<file path="config.mk">
export PLATFORM = sky130hd
export DESIGN_NAME = beam_threshold_loader_flat
export DESIGN_NICKNAME = d
export VERILOG_FILES = /design/src/rtl/beam_threshold_loader_pkg.sv /design/src/rtl/beam_threshold_loader_if.sv /design/src/rtl/beam_threshold_loader_lane_shadow.sv /design/src/rtl/beam_threshold_loader.sv /design/src/flat_wrapper.sv
export SDC_FILE = /design/constraint.sdc
export NUM_CORES = 2
export LEC_CHECK = 0
export CAP_MARGIN = 20
export CORE_AREA = 10 10 646 648
export CTS_CLUSTER_SIZE = 40
export DETAILED_ROUTE_END_ITERATION = 10
export DIE_AREA = 0 0 656 658
export PLACE_DENSITY = 0.51
export SYNTH_ARGS = -nofsm -noshare
export SYNTH_HDL_FRONTEND = slang
export SYNTH_HIERARCHICAL = 1
export SYNTH_SLANG_ARGS = --single-unit
</file>
<file path="constraint.sdc">
create_clock -name aclk -period 48.3 [get_ports aclk]
set_clock_uncertainty 0.15 [all_clocks]
set_input_delay 4.83 -clock aclk [delete_from_list [all_inputs] [get_ports aclk]]
set_output_delay 4.83 -clock aclk [all_outputs]
set_load 0.02 [all_outputs]
</file>
<file path="src/rtl/beam_threshold_loader_pkg.sv">
// Shared constants and sizing helpers for the beam threshold loader.
// NBEAMS beams are carried as dual-beam pairs over two serial lanes; each lane
// receives a (delta, trig) pair per dual beam, so a full load is DEPTH writes.
package beam_threshold_loader_pkg;

  localparam int unsigned DefaultWidth = 18;
  localparam int unsigned NumLanes     = 2;
  localparam int unsigned Lane0        = 0;
  localparam int unsigned Lane1        = 1;

  // Number of dual-beam pairs needed to cover nbeams.
  function automatic int unsigned ndualbeams(input int unsigned nbeams);
    return (nbeams + 1) / 2;
  endfunction

  // Writes per lane for a complete load.
  function automatic int unsigned depth(input int unsigned nbeams);
    return 2 * ndualbeams(nbeams);
  endfunction

  // Write counter width: must hold the saturation value DEPTH+1.
  function automatic int unsigned cnt_width(input int unsigned nbeams);
    return $clog2(depth(nbeams) + 2);
  endfunction

endpackage

</file>
<file path="src/rtl/beam_threshold_loader_if.sv">
// Threshold update stream bus.
//   thresh        : lane1:lane0 stream data, lane l at [l*WIDTH +: WIDTH]
//   thresh_wr     : per-lane shift strobe
//   thresh_update : per-lane commit strobe
// master drives the stream, slave is the loader.
interface beam_threshold_loader_if
  import beam_threshold_loader_pkg::*;
#(
  parameter int unsigned WIDTH = DefaultWidth
);

  logic [NumLanes*WIDTH-1:0] thresh;
  logic [NumLanes-1:0]       thresh_wr;
  logic [NumLanes-1:0]       thresh_update;

  modport master (
    output thresh,
    output thresh_wr,
    output thresh_update
  );

  modport slave (
    input thresh,
    input thresh_wr,
    input thresh_update
  );

endinterface

</file>
<file path="src/rtl/beam_threshold_loader_lane_shadow.sv">
// One lane's shadow shift chain plus its active threshold bank.
//   aclk, aresetn : clock, synchronous active-low reset
//   wr_i          : shift strobe, din_i enters slot 0
//   din_i         : lane stream word
//   commit_i      : copy shadow into the active bank
//   trig_o        : active trig per pair, pair k at [k*WIDTH +: WIDTH]
//   delta_o       : active delta per pair, same packing
module beam_threshold_loader_lane_shadow
  import beam_threshold_loader_pkg::*;
#(
  parameter int unsigned       WIDTH        = DefaultWidth,
  parameter int unsigned       NDUAL        = 23,
  parameter logic [WIDTH-1:0]  RESET_THRESH = '1,
  parameter logic [WIDTH-1:0]  RESET_DELTA  = '0
) (
  input  logic                   aclk,
  input  logic                   aresetn,
  input  logic                   wr_i,
  input  logic [WIDTH-1:0]       din_i,
  input  logic                   commit_i,
  output logic [NDUAL*WIDTH-1:0] trig_o,
  output logic [NDUAL*WIDTH-1:0] delta_o
);

  localparam int unsigned Depth = 2 * NDUAL;

  logic [WIDTH-1:0] shadow_q [Depth];
  logic [WIDTH-1:0] trig_q   [NDUAL];
  logic [WIDTH-1:0] delta_q  [NDUAL];

  // The stream is sent highest pair first, delta before trig, so after a full
  // load the last word (trig of pair 0) sits in slot 0: even slots hold trig,
  // odd slots hold delta.
  always_ff @(posedge aclk) begin
    if (!aresetn) begin
      for (int i = 0; i < Depth; i++) shadow_q[i] <= '0;
      for (int k = 0; k < NDUAL; k++) begin
        trig_q[k]  <= RESET_THRESH;
        delta_q[k] <= RESET_DELTA;
      end
    end else begin
      if (wr_i) begin
        shadow_q[0] <= din_i;
        for (int i = 1; i < Depth; i++) shadow_q[i] <= shadow_q[i-1];
      end
      if (commit_i) begin
        for (int k = 0; k < NDUAL; k++) begin
          trig_q[k]  <= shadow_q[2*k];
          delta_q[k] <= shadow_q[2*k+1];
        end
      end
    end
  end

  for (genvar k = 0; k < NDUAL; k++) begin : g_pack
    assign trig_o[k*WIDTH +: WIDTH]  = trig_q[k];
    assign delta_o[k*WIDTH +: WIDTH] = delta_q[k];
  end

endmodule

</file>
<file path="src/rtl/beam_threshold_loader.sv">
// Threshold update stream consumer. Captures the two-lane serial stream into
// shadow chains, checks the lane0 write count on each update strobe and, when
// exactly DEPTH words were loaded, commits the shadow to the active per-beam
// trigger thresholds and deltas.
//   aclk, aresetn  : clock, synchronous active-low reset
//   bus            : stream data / shift strobes / commit strobes (slave)
//   err_clr_i      : clears the sticky error flags
//   trig_thresh_o  : active trigger thresholds, beam b at [b*WIDTH +: WIDTH]
//   delta_o        : active deltas, same packing
//   thresh_valid_o : set by the first successful commit
//   commit_o       : one-cycle pulse when a commit is applied
//   err_count_o    : sticky, a commit was rejected for a bad write count
//   err_lane_o     : sticky, lane0/lane1 strobes disagreed
module beam_threshold_loader
  import beam_threshold_loader_pkg::*;
#(
  parameter int unsigned      NBEAMS       = 46,
  parameter int unsigned      WIDTH        = DefaultWidth,
  parameter logic [WIDTH-1:0] RESET_THRESH = '1,
  parameter logic [WIDTH-1:0] RESET_DELTA  = '0
) (
  input  logic                      aclk,
  input  logic                      aresetn,
  beam_threshold_loader_if.slave    bus,
  input  logic                      err_clr_i,
  output logic [NBEAMS*WIDTH-1:0]   trig_thresh_o,
  output logic [NBEAMS*WIDTH-1:0]   delta_o,
  output logic                      thresh_valid_o,
  output logic                      commit_o,
  output logic                      err_count_o,
  output logic                      err_lane_o
);

  localparam int unsigned NDual = ndualbeams(NBEAMS);
  localparam int unsigned Depth = depth(NBEAMS);
  localparam int unsigned CntW  = cnt_width(NBEAMS);

  logic [CntW-1:0] wr_cnt_q, wr_cnt_d;
  logic            valid_q, valid_d;
  logic            commit_q;
  logic            err_count_q, err_count_d;
  logic            err_lane_q, err_lane_d;

  logic wr0, upd0;
  logic commit_ok, commit_rej, lane_mismatch;

  logic [NDual*WIDTH-1:0] lane_trig  [NumLanes];
  logic [NDual*WIDTH-1:0] lane_delta [NumLanes];

  always_comb begin
    wr0  = bus.thresh_wr[Lane0];
    upd0 = bus.thresh_update[Lane0];

    // A write in the update cycle would shift the chain under the commit.
    commit_ok  = upd0 && (wr_cnt_q == CntW'(Depth)) && !wr0;
    commit_rej = upd0 && !commit_ok;

    lane_mismatch = (bus.thresh_wr[Lane0] != bus.thresh_wr[Lane1]) ||
                    (bus.thresh_update[Lane0] != bus.thresh_update[Lane1]);

    // Any update attempt restarts counting; otherwise count and saturate at
    // Depth+1 so an overfull load can never wrap back to a valid count.
    wr_cnt_d = wr_cnt_q;
    if (upd0) begin
      wr_cnt_d = '0;
    end else if (wr0 && (wr_cnt_q != CntW'(Depth + 1))) begin
      wr_cnt_d = wr_cnt_q + 1'b1;
    end

    valid_d = valid_q | commit_ok;

    // A new error outranks a simultaneous clear.
    err_count_d = err_count_q;
    if (err_clr_i)  err_count_d = 1'b0;
    if (commit_rej) err_count_d = 1'b1;

    err_lane_d = err_lane_q;
    if (err_clr_i)     err_lane_d = 1'b0;
    if (lane_mismatch) err_lane_d = 1'b1;
  end

  always_ff @(posedge aclk) begin
    if (!aresetn) begin
      wr_cnt_q    <= '0;
      valid_q     <= 1'b0;
      commit_q    <= 1'b0;
      err_count_q <= 1'b0;
      err_lane_q  <= 1'b0;
    end else begin
      wr_cnt_q    <= wr_cnt_d;
      valid_q     <= valid_d;
      commit_q    <= commit_ok;
      err_count_q <= err_count_d;
      err_lane_q  <= err_lane_d;
    end
  end

  // Both lanes commit on the lane0 decision; each shifts on its own strobe.
  for (genvar l = 0; l < NumLanes; l++) begin : g_lane
    beam_threshold_loader_lane_shadow #(
      .WIDTH        (WIDTH),
      .NDUAL        (NDual),
      .RESET_THRESH (RESET_THRESH),
      .RESET_DELTA  (RESET_DELTA)
    ) u_lane (
      .aclk     (aclk),
      .aresetn  (aresetn),
      .wr_i     (bus.thresh_wr[l]),
      .din_i    (bus.thresh[l*WIDTH +: WIDTH]),
      .commit_i (commit_ok),
      .trig_o   (lane_trig[l]),
      .delta_o  (lane_delta[l])
    );
  end

  // Beam 2k comes from lane0 pair k, beam 2k+1 from lane1 pair k.
  for (genvar b = 0; b < NBEAMS; b++) begin : g_beam
    assign trig_thresh_o[b*WIDTH +: WIDTH] = lane_trig[b % 2][(b / 2)*WIDTH +: WIDTH];
    assign delta_o[b*WIDTH +: WIDTH]       = lane_delta[b % 2][(b / 2)*WIDTH +: WIDTH];
  end

  // With an odd beam count lane1's last pair has no beam to drive.
  if (NBEAMS % 2 != 0) begin : g_odd_tail
    logic unused_lane1_tail;
    assign unused_lane1_tail = ^{lane_trig[Lane1][(NDual-1)*WIDTH +: WIDTH],
                                 lane_delta[Lane1][(NDual-1)*WIDTH +: WIDTH]};
  end

  assign thresh_valid_o = valid_q;
  assign commit_o       = commit_q;
  assign err_count_o    = err_count_q;
  assign err_lane_o     = err_lane_q;

endmodule

</file>
<file path="src/flat_wrapper.sv">
// flat-port wrapper written by rule: the top's interface ports become plain ports
module beam_threshold_loader_flat import beam_threshold_loader_pkg::*;
#(
  parameter int unsigned      NBEAMS       = 46,
  parameter int unsigned      WIDTH        = DefaultWidth,
  parameter logic [WIDTH-1:0] RESET_THRESH = '1,
  parameter logic [WIDTH-1:0] RESET_DELTA  = '0
)
  (aclk, aresetn, err_clr_i, trig_thresh_o, delta_o, thresh_valid_o, commit_o, err_count_o, err_lane_o, bus_thresh, bus_thresh_wr, bus_thresh_update);
  beam_threshold_loader_if #(.WIDTH(WIDTH)) bus_i ();
  input  logic aclk;
  input  logic aresetn;
  input  logic err_clr_i;
  output logic [NBEAMS*WIDTH-1:0] trig_thresh_o;
  output logic [NBEAMS*WIDTH-1:0] delta_o;
  output logic thresh_valid_o;
  output logic commit_o;
  output logic err_count_o;
  output logic err_lane_o;
  input wire logic [$bits(bus_i.thresh)-1:0] bus_thresh;
  input wire logic [$bits(bus_i.thresh_wr)-1:0] bus_thresh_wr;
  input wire logic [$bits(bus_i.thresh_update)-1:0] bus_thresh_update;
  assign bus_i.thresh = bus_thresh;
  assign bus_i.thresh_wr = bus_thresh_wr;
  assign bus_i.thresh_update = bus_thresh_update;
  beam_threshold_loader #(.NBEAMS(NBEAMS), .WIDTH(WIDTH), .RESET_THRESH(RESET_THRESH), .RESET_DELTA(RESET_DELTA)) u_core (.aclk(aclk), .aresetn(aresetn), .bus(bus_i), .err_clr_i(err_clr_i), .trig_thresh_o(trig_thresh_o), .delta_o(delta_o), .thresh_valid_o(thresh_valid_o), .commit_o(commit_o), .err_count_o(err_count_o), .err_lane_o(err_lane_o));
endmodule
</file>
==> results.ini <==
[status]
status = finished, final reports clean

[clock_network]
post_cts_buffers = 0
clock_latency_ns = 0.96
cts_max_level = 5
clock_path_buffers = 4
cts_resized = 0
cts.sinks = 3322
cts_hold_buf = 0
root_buffer = clkbuf_16
clkTransAtPathRegs_ns = 0.06
cts_buffers = 368
cts_tree = built

[global_route]
grt_first_pass_wirelength_um = 587000
grt_overflow_total = 0
antenna_found_initial = 39
grt_pass1_vias = 69500
track_usage_pct = 19.0
grt_max_degree = 274

[power]
power.density_mw_per_mm2 = 42.6
totalPowerFinal_mw = 6.70
p_leak_nw = 61.0
ir_drop_uv = 29.1

[synth]
syn_nets = 7219
yosysTopAreaCell = edfxtp_1
ys_warn_count = 6
netlist_top_cells_count = edfxtp_1, and3_1, nand3b_1
syn_inst = 7174
synth_most_common_cell = edfxtp_1
synth_ff_type = edfxtp_1
synth_edf_count = 3312
synth_top_area_share_pct = 80.3
seq_area_frac_synth_pct = 80.5
synth_cell_type_count = 35
synth_area_leaders = edfxtp_1, and3_1, nand3b_1
async_flop_share_pct = 0
netlist_area_mm2 = 0.124
avgSynthCellArea_um2 = 17.3
ys_seq_elements = 3322

[floorplan]
die-area_mm2 = 0.432
die_h_um = 658
initial_core_util_pct = 30.6
ios = 1703
die_w_um = 656
coreArea_mm2 = 0.405
rows = 234

[placed_design]
portBuffers = 1702
dpl.hpwl_um = 303000
gp_congestion = 0.876

[route]
drc = 0
drt_wl_total_um = 434000
via_per_inst = 4.79
vias = 69200
firstDrtPassIters = 5
drt_iter0_markers = 6943
wire_per_inst_um = 30.0
postRouteAntennaNets = 0

[worst_setup_path]
start_kind = primary input
required_ns = 48.78
r2r_start = u_core/wr_cnt_q[2]
arrival_ns = 10.36
cp_cell_sequence = clkdlybuf4s50_1 > nand2_1 > nor3_4 > buf_4 > nand2b_4 > buf_4 > buf_4 > buf_4 > buf_12
slowest_delay_ns = 0.92
crit_fanout = 77
cp_slowest_cell = buf_4
path_buf_inv = 6
crit_path_start = bus_thresh_update[0]
cp_top_family = buffers and inverters
cpMostUsedCell = buf_4
worstSetupPathType = primary input to register
crit_path_end_kind = register

[cells_and_area]
area_delta_synth_final_pct = 27.0
drive_above_1_share_pct = 6.82
fin_nets = 8752

[sta]
slew_headroom_pct = 11.9
rsz0062_at_grt = no
finalCriticalPeriod_ns = 9.88
hold_viol = 0
setup-tns-final_ns = 0
fin_crit_sh_pct = 20.5
drv_slew = 0
fmax_ghz = 0.101
worst_pin_slew_ns = 1.32
finalSetupViolations = 0

[worst_hold_path]
hold_class = register to register
holdCritStartpoint = u_core/thresh_valid_o

[job]
cap_violations = 0

## report_power, final
group	internal, mW	total, mW	switching [mW]
sequential	3.36	3.46	0.109
clock	1.57	2.76	1.20
combinational	0.170	0.477	0.308
## area by class of cell
class,instances,area (µm²)
fill,37300,247000
clock buffer,449,9640
tap,5428,6790
inverter,5,18.8
sequential,3322,99700
multi-input combinational,3214,21000
clock inverter,222,2140
antenna,12,30.0
timing repair buffer,1796,18100
## kinds of logic (layout without fill, tap and decap cells)
| family | count (synthesis) | count (layout) | share of synthesized area, % |
|---|---|---|---|
| simple gates | 3194 | 3194 | 16.8 |
| fa+ha+maj | 2 | 2 | 0.0202 |
| flops | 3322 | 3322 | 80.5 |
| other cells | 0 | 12 | 0 |
| buf+inv | 638 | 2472 | 2.63 |
| compound gates | 16 | 16 | 0.0839 |
| xor+xnor | 2 | 2 | 0.0141 |
## registers in the layout, summed over array words and instances, names as in the netlist
register	cells
u_core/g_lane.u_lane/delta_q	828
u_core/err_count_o	1
u_core/err_lane_o	1
u_core/g_lane.u_lane/shadow_q	1656
u_core/wr_cnt_q	6
u_core/thresh_valid_o	1
u_core/g_lane.u_lane/trig_q	828
u_core/commit_o	1
## worst register-to-register path: cells and delay by family, from the launching register on
kind                   cells  cell delay [ns]
buffers and inverters      5             3.57
DFF                        1             0.45
and+or+nand+nor            3             1.47
## cells in the final DEF (no fill, tap or decap), types with 4 or more instances in the layout
| cell | synthesis | layout |
|---|---|---|
| edfxtp_1 | 3312 | 3312 |
| and3_1 | 1872 | 1872 |
| clkdlybuf4s50_1 | 0 | 1699 |
| nand3b_1 | 649 | 649 |
| and2_1 | 469 | 469 |
| clkbuf_16 | 0 | 371 |
| nand2b_1 | 185 | 181 |
| clkinv_1 | 0 | 89 |
| buf_4 | 54 | 74 |
| clkbuf_1 | 253 | 72 |
| clkinv_2 | 0 | 58 |
| bufinv_16 | 0 | 25 |
| buf_12 | 0 | 15 |
| diode_2 | 0 | 12 |
| inv_6 | 0 | 12 |
| clkinv_16 | 0 | 10 |
| inv_16 | 0 | 10 |
| dfxtp_1 | 10 | 10 |
| clkinvlp_4 | 0 | 8 |
| clkinv_4 | 0 | 8 |
| clkbuf_8 | 0 | 6 |
| buf_16 | 0 | 6 |
| inv_1 | 5 | 5 |
| nand2_1 | 4 | 4 |
| a211oi_1 | 4 | 4 |
| a21oi_1 | 4 | 4 |
| nand2b_4 | 0 | 4 |
## per-stage QoR
| stage | hold WS [ns] | std cells | utilization, % | worst slack [ns] | cell area (µm²) |
|---|---|---|---|---|---|
| 6_report | 0.326 | 14400 | 38.9 | 38.42 | 157000 |
| 3_5_place_dp | 0.312 | 13800 | 35.9 | 37.17 | 145000 |
| 2_1_floorplan | 0.325 | 7174 | - | 21.31 | 124000 |
| 4_1_cts | 0.327 | 14400 | 38.8 | 38.20 | 157000 |
| 3_3_place_gp | 0.302 | 13800 | 35.9 | 37.26 | 145000 |
| 5_1_grt | 0.343 | 14400 | 38.9 | 38.06 | 157000 |
## path summary, 6_finish.rpt
kind                                            end  slack (ns)  depth (start not counted)
min                           u_core/thresh_valid_o        0.33                          1
min reg2reg                   u_core/thresh_valid_o        0.33                          1
max          u_core/g_lane[0].u_lane/trig_q[0][239]       38.42                          9
max reg2reg  u_core/g_lane[0].u_lane/trig_q[0][239]       42.34                          8
## layer usage
metal | up-vias | GRT usage, % | part of all wire, %
met5 | - | 0 | 0
met4 | 0 | 7.89 | 4.7
met3 | 537 | 5.60 | 7.9
met2 | 2498 | 31.0 | 47
met1 | 35800 | 23.6 | 40
li1 | 30400 | - | -
No activity file was read; power rests on OpenSTA's default activity.
